File: src/rtl/wb_stage_if.sv
// wb_stage_if: bundles the MEM-to-WB capture inputs and the register-file
// write port produced by the write-back stage.
//   master: the side that drives the MEM-stage fields and consumes the RF port
//   slave : the write-back stage itself
interface wb_stage_if #(
    parameter int XLEN = 32
);
    logic            m_valid;
    logic            m_RFWrite;
    logic [4:0]      m_rd;
    logic [1:0]      m_WDSel;
    logic [2:0]      m_DMType;
    logic [XLEN-1:0] m_alu_out;
    logic [XLEN-1:0] m_dmem_rdata;
    logic [XLEN-1:0] m_pc;

    logic            RFWrite;
    logic [4:0]      addr3;
    logic [XLEN-1:0] data_in;
    logic            w_valid;

    modport master (
        output m_valid, m_RFWrite, m_rd, m_WDSel, m_DMType,
               m_alu_out, m_dmem_rdata, m_pc,
        input  RFWrite, addr3, data_in, w_valid
    );

    modport slave (
        input  m_valid, m_RFWrite, m_rd, m_WDSel, m_DMType,
               m_alu_out, m_dmem_rdata, m_pc,
        output RFWrite, addr3, data_in, w_valid
    );
endinterface

File: src/rtl/wb_stage.sv
// wb_stage: MEM/WB pipeline register plus write-back data selection.
// Captures the memory-stage result each rising edge, extracts/extends load
// data, and drives the register-file write port (RFWrite/addr3/data_in).
// All outputs depend only on registered state.
// Optional feature: define WB_RETIRE_CNT_EN to build the 32-bit retired
// instruction counter and its retire_cnt output port.
module wb_stage #(
    parameter int XLEN = 32
) (
    input  logic        clk,
    input  logic        rst_n,
    input  logic        stall,
    input  logic        flush,
    wb_stage_if.slave   wb
`ifdef WB_RETIRE_CNT_EN
    ,
    output logic [31:0] retire_cnt
`endif
);

    logic            valid_q,   valid_d;
    logic            rfwrite_q, rfwrite_d;
    logic [4:0]      rd_q,      rd_d;
    logic [1:0]      wdsel_q,   wdsel_d;
    logic [2:0]      dmtype_q,  dmtype_d;
    logic [XLEN-1:0] alu_out_q, alu_out_d;
    logic [XLEN-1:0] rdata_q,   rdata_d;
    logic [XLEN-1:0] pc_q,      pc_d;

    logic [1:0]      off;
    logic [7:0]      byte_sel;
    logic [15:0]     half_sel;
    logic [XLEN-1:0] load_data;
    logic [XLEN-1:0] wdata;

    // Next WB register contents: flush kills the instruction (fields hold), stall holds all.
    always_comb begin
        valid_d   = valid_q;
        rfwrite_d = rfwrite_q;
        rd_d      = rd_q;
        wdsel_d   = wdsel_q;
        dmtype_d  = dmtype_q;
        alu_out_d = alu_out_q;
        rdata_d   = rdata_q;
        pc_d      = pc_q;
        if (flush) begin
            valid_d = 1'b0;
        end else if (!stall) begin
            valid_d   = wb.m_valid;
            rfwrite_d = wb.m_RFWrite;
            rd_d      = wb.m_rd;
            wdsel_d   = wb.m_WDSel;
            dmtype_d  = wb.m_DMType;
            alu_out_d = wb.m_alu_out;
            rdata_d   = wb.m_dmem_rdata;
            pc_d      = wb.m_pc;
        end
    end

    // WB pipeline register with synchronous active-low clear.
    always_ff @(posedge clk) begin
        if (!rst_n) begin
            valid_q   <= 1'b0;
            rfwrite_q <= 1'b0;
            rd_q      <= '0;
            wdsel_q   <= '0;
            dmtype_q  <= '0;
            alu_out_q <= '0;
            rdata_q   <= '0;
            pc_q      <= '0;
        end else begin
            valid_q   <= valid_d;
            rfwrite_q <= rfwrite_d;
            rd_q      <= rd_d;
            wdsel_q   <= wdsel_d;
            dmtype_q  <= dmtype_d;
            alu_out_q <= alu_out_d;
            rdata_q   <= rdata_d;
            pc_q      <= pc_d;
        end
    end

    // Pick the addressed byte/halfword out of the aligned word and extend it.
    always_comb begin
        off = alu_out_q[1:0];
        case (off)
            2'd0:    byte_sel = rdata_q[7:0];
            2'd1:    byte_sel = rdata_q[15:8];
            2'd2:    byte_sel = rdata_q[23:16];
            default: byte_sel = rdata_q[31:24];
        endcase
        half_sel = off[1] ? rdata_q[31:16] : rdata_q[15:0];
        case (dmtype_q)
            3'b001:  load_data = {{(XLEN-16){half_sel[15]}}, half_sel};
            3'b010:  load_data = {{(XLEN-16){1'b0}}, half_sel};
            3'b011:  load_data = {{(XLEN-8){byte_sel[7]}}, byte_sel};
            3'b100:  load_data = {{(XLEN-8){1'b0}}, byte_sel};
            default: load_data = rdata_q;
        endcase
    end

    // Write-data source select; the reserved encoding writes zero.
    always_comb begin
        case (wdsel_q)
            2'd0:    wdata = alu_out_q;
            2'd1:    wdata = load_data;
            2'd2:    wdata = pc_q + XLEN'(4);
            default: wdata = '0;
        endcase
    end

    assign wb.RFWrite = valid_q & rfwrite_q & (rd_q != 5'd0);
    assign wb.addr3   = rd_q;
    assign wb.data_in = wdata;
    assign wb.w_valid = valid_q;

`ifdef WB_RETIRE_CNT_EN
    logic [31:0] retire_cnt_q, retire_cnt_d;

    // An instruction retires when it leaves the WB register, i.e. valid and not held.
    always_comb begin
        retire_cnt_d = retire_cnt_q;
        if (valid_q && !stall) begin
            retire_cnt_d = retire_cnt_q + 32'd1;
        end
    end

    // Retire counter register, cleared by reset, wraps naturally.
    always_ff @(posedge clk) begin
        if (!rst_n) begin
            retire_cnt_q <= '0;
        end else begin
            retire_cnt_q <= retire_cnt_d;
        end
    end

    assign retire_cnt = retire_cnt_q;
`endif

endmodule

File: src/flat_wrapper.sv
// flat-port wrapper written by rule: the top's interface ports become plain ports
module wb_stage_flat 
#(
    parameter int XLEN = 32
)
  (clk, rst_n, stall, flush, wb_m_valid, wb_m_RFWrite, wb_m_rd, wb_m_WDSel, wb_m_DMType, wb_m_alu_out, wb_m_dmem_rdata, wb_m_pc, wb_RFWrite, wb_addr3, wb_data_in, wb_w_valid);
  wb_stage_if #(.XLEN(XLEN)) wb_i ();
  input  logic clk;
  input  logic rst_n;
  input  logic stall;
  input  logic flush;
  input wire logic [$bits(wb_i.m_valid)-1:0] wb_m_valid;
  input wire logic [$bits(wb_i.m_RFWrite)-1:0] wb_m_RFWrite;
  input wire logic [$bits(wb_i.m_rd)-1:0] wb_m_rd;
  input wire logic [$bits(wb_i.m_WDSel)-1:0] wb_m_WDSel;
  input wire logic [$bits(wb_i.m_DMType)-1:0] wb_m_DMType;
  input wire logic [$bits(wb_i.m_alu_out)-1:0] wb_m_alu_out;
  input wire logic [$bits(wb_i.m_dmem_rdata)-1:0] wb_m_dmem_rdata;
  input wire logic [$bits(wb_i.m_pc)-1:0] wb_m_pc;
  output wire logic [$bits(wb_i.RFWrite)-1:0] wb_RFWrite;
  output wire logic [$bits(wb_i.addr3)-1:0] wb_addr3;
  output wire logic [$bits(wb_i.data_in)-1:0] wb_data_in;
  output wire logic [$bits(wb_i.w_valid)-1:0] wb_w_valid;
  assign wb_i.m_valid = wb_m_valid;
  assign wb_i.m_RFWrite = wb_m_RFWrite;
  assign wb_i.m_rd = wb_m_rd;
  assign wb_i.m_WDSel = wb_m_WDSel;
  assign wb_i.m_DMType = wb_m_DMType;
  assign wb_i.m_alu_out = wb_m_alu_out;
  assign wb_i.m_dmem_rdata = wb_m_dmem_rdata;
  assign wb_i.m_pc = wb_m_pc;
  assign wb_RFWrite = wb_i.RFWrite;
  assign wb_addr3 = wb_i.addr3;
  assign wb_data_in = wb_i.data_in;
  assign wb_w_valid = wb_i.w_valid;
  wb_stage #(.XLEN(XLEN)) u_core (.clk(clk), .rst_n(rst_n), .stall(stall), .flush(flush), .wb(wb_i));
endmodule
File: config.mk
export PLATFORM = sky130hd
export DESIGN_NAME = wb_stage_flat
export DESIGN_NICKNAME = d
export VERILOG_FILES = /design/src/rtl/wb_stage_if.sv /design/src/rtl/wb_stage.sv /design/src/flat_wrapper.sv
export SDC_FILE = /design/constraint.sdc
export NUM_CORES = 1
export LEC_CHECK = 0
export ABC_AREA = 1
export CORE_MARGIN = 2
export CORE_UTILIZATION = 28
export CTS_CLUSTER_DIAMETER = 50
export DETAILED_ROUTE_END_ITERATION = 16
export PLACE_DENSITY_LB_ADDON = 0.2
export SYNTH_ARGS = -nofsm -noshare
export SYNTH_HDL_FRONTEND = slang
export SYNTH_SLANG_ARGS = --single-unit
File: constraint.sdc
create_clock -name clk -period 1.7 [get_ports clk]
set_input_delay 0.17 -clock clk [delete_from_list [all_inputs] [get_ports clk]]
set_output_delay 0.17 -clock clk [all_outputs]
set_load 0.005 [all_outputs]
==> qor.yml <==
setup_path:
  critPathMaxStageDelay_ns: 0.36
  cp_max_fo: 6
  crit_top_cell: "buf_6"
  start_kind: "flip-flop"
  worstPathCellList: "buf_6 > nand3_4 > nand2_4 > nor2_8 > clkinv_4 > buf_6 > buf_6 > nor2_2 > nor2_1 > o21ai_1 > nand2_2 > buf_2"
  crit_arrival_ns: 1.97
  path_class: "flip-flop to primary output"
  cp_slowest_cell: "dfxtp_4"
  end_kind: "primary output"
  cp.required_ns: 1.53
logic_synthesis:
  ys_types: 33
  synth_fp_nets: 1070
  syn_inst: 957
  ys_ff_latch: 108
  synth_area_um2: 5930
  yosysSeqAreaShare_pct: 36.5
  ys_warn_count: 0
  syn-mean-instance-area_um2: 6.19
die:
  dieArea_um2: 22400
  io_pins: 151
  rows: 53
  dieHeight_um: 150
  core_um2: 20900
  initial_core_util_pct: 28.4
  die_x_um: 150
layout:
  finalNonFillerCells: 1514
  final_cell_mix: "nor2_1, nand2_1, o21ai_0"
  post-route-util_pct: 47.9
  final_cell_area_um2: 10000
  synthToLayoutAreaGrowth_pct: 68.9
  drive_gt1_share_pct: 30.4
  layout_commonest_cell: "nor2_1"
  n_fill_cell: 2118
  n_antenna_cell: 0
  nets: 1348
clock_tree:
  htree_num_levels: 3
  clk_path_buf_depth: 2
  cts_buffers: 9
  cts_hold_buf: 0
  clockRootBuffer: "clkbuf_16"
  cts_tree: "built"
  clk_pin_slew_ns: 0.07
  insertion_delay_ns: 0.36
  clkSinkCount: 108
timing:
  finClkSkew_ns: 0
  period_needed_ns: 2.14
  tightest_slew_ns: 0.379
  tns_ns: -11.18
  fin_ws_ns: -0.444
  fmax_mhz: 467
  finalCritPeriodShare_pct: 126
  drv_slew: 0
  final_hold_viol_count: 0
  holdWs_ns: 0.227
  rsz0062_at_grt: "true"
  maxSlewHeadroom_pct: 74.5
  setup_violations: 32
global_route:
  grt_usage_pct: 21.2
  grt_pass1_vias: 7112
  grt_max_degree: 66
  antenna_found_initial: 0
  grt-ovfl-total: 0
  grt_pass1_wl_um: 37000
power_and_ir_drop:
  power_density_nw_per_um2: 707
  p_leak_nw: 4.29
  finalPower_mw: 7.08
  ir_drop_v: 0.000552
detailed_routing:
  drt_iter0_markers: 453
  via_per_inst: 4.78
  postRouteAntennaNets: 0
  wirelength_um: 23800
  dr.pass1.iters: 5
  routedWlPerCell_um: 15.7
  vias: 7241
  drc: 0
place:
  gp_congestion: 0.945
  post-place-ws_ns: -0.478
  dpl-instance-area_um2: 8500
  dp_cells: 1445
  dp_hpwl_um: 17300
  io_buffer_count: 150
status:
  outcome: "complete, but fails checks"
  failed_checks: "negative setup slack"
job:
  maxCapViolCount: 0
worst_hold_path:
  min_path_type: "input pin to flip-flop"
-- worst max-delay path: cells and delay by family (launching register included) --
kind,cells,cell delay [ns]
compound gates,1,0.10
buf+inv,5,0.61
flops,1,0.36
simple gates,6,0.52
-- synthesized netlist by cell type, drive strengths merged --
cell type / n / area share (%)
a21oi: 97 / 8.2
a22o: 1 / 0.15
a22oi: 1 / 0.13
a31oi: 1 / 0.11
buf: 16 / 1.6
clkbuf: 34 / 2.2
dfxtp: 108 / 36
ha: 1 / 0.21
inv: 78 / 5.0
mux2i: 1 / 0.17
nand2: 198 / 13
nand3: 65 / 5.9
nand3b: 1 / 0.13
nand4: 3 / 0.32
nor2: 197 / 13
nor3: 1 / 0.084
nor3b: 1 / 0.13
o21ai: 145 / 12
o21bai: 8 / 1.1
-- power by group --
group	internal, mW	leakage, nW	total (mW)	switching [mW]
logic	1.07	3.24	2.09	1.01
clock network	1.18	0.146	2.15	0.978
registers	2.70	0.902	2.83	0.132
-- cell type report --
type                    count  area (um2)  share of cell area [%]
multi-input cells         722        3910                    39.1
clock inverters             4        48.8                   0.487
repair buffers            316        2940                    29.3
flip-flops and latches    108        2210                    22.1
clock buffers              11         243                    2.42
well taps                 275         344                    3.44
inverters                  78         323                    3.22
-- worst paths after layout --
| kind | start | end | slack, ns | cells after the start |
|---|---|---|---|---|
| hold reg to reg | u_core.alu_out_q[9] | u_core.alu_out_q[9] | 0.47 | 2 |
| setup reg to reg | u_core.alu_out_q[1] | u_core.alu_out_q[1] | 0.65 | 5 |
| hold / removal | rst_n | u_core.alu_out_q[20] | 0.23 | 3 |
| setup / recovery | u_core.dmtype_q[0] | wb_data_in[13] | -0.44 | 12 |
-- cells by family after synthesis --
kind of cell,count (synthesis),share of synthesized area [%]
AOI/OAI and AO/OA,253,22.0
adders and majority gates,1,0.211
muxes,1,0.169
DFF,108,36.5
buffers and inverters,128,8.76
and+or+nand+nor,466,32.4
-- state kept, by name (all words and copies together) (netlist names) --
| register | flops |
|---|---|
| u_core.alu_out_q | 32 |
| u_core.pc_q | 32 |
| u_core.rdata_q | 32 |
| u_core.wb.addr3 | 5 |
| u_core.dmtype_q | 3 |
| u_core.wdsel_q | 2 |
| u_core.rfwrite_q | 1 |
| u_core.wb.w_valid | 1 |
-- metal layers --
| layer | up-vias | share of wire, % | global-route usage (%) |
|---|---|---|---|
| met5 | - | 0 | 0 |
| met2 | 248 | 46 | 33.8 |
| met4 | 0 | 3.2 | 8.10 |
| met1 | 3303 | 44 | 27.7 |
| met3 | 36 | 6.9 | 4.91 |
| li1 | 3654 | - | - |
-- repair_timing --
item	in CTS	in global routing
resized for setup	322	62
endpoints found under the setup margin	33	33
pin swaps	64	40
gates cloned	3	0
setup buffers	44	9
Note: power is estimated with default switching activity, not from simulation.
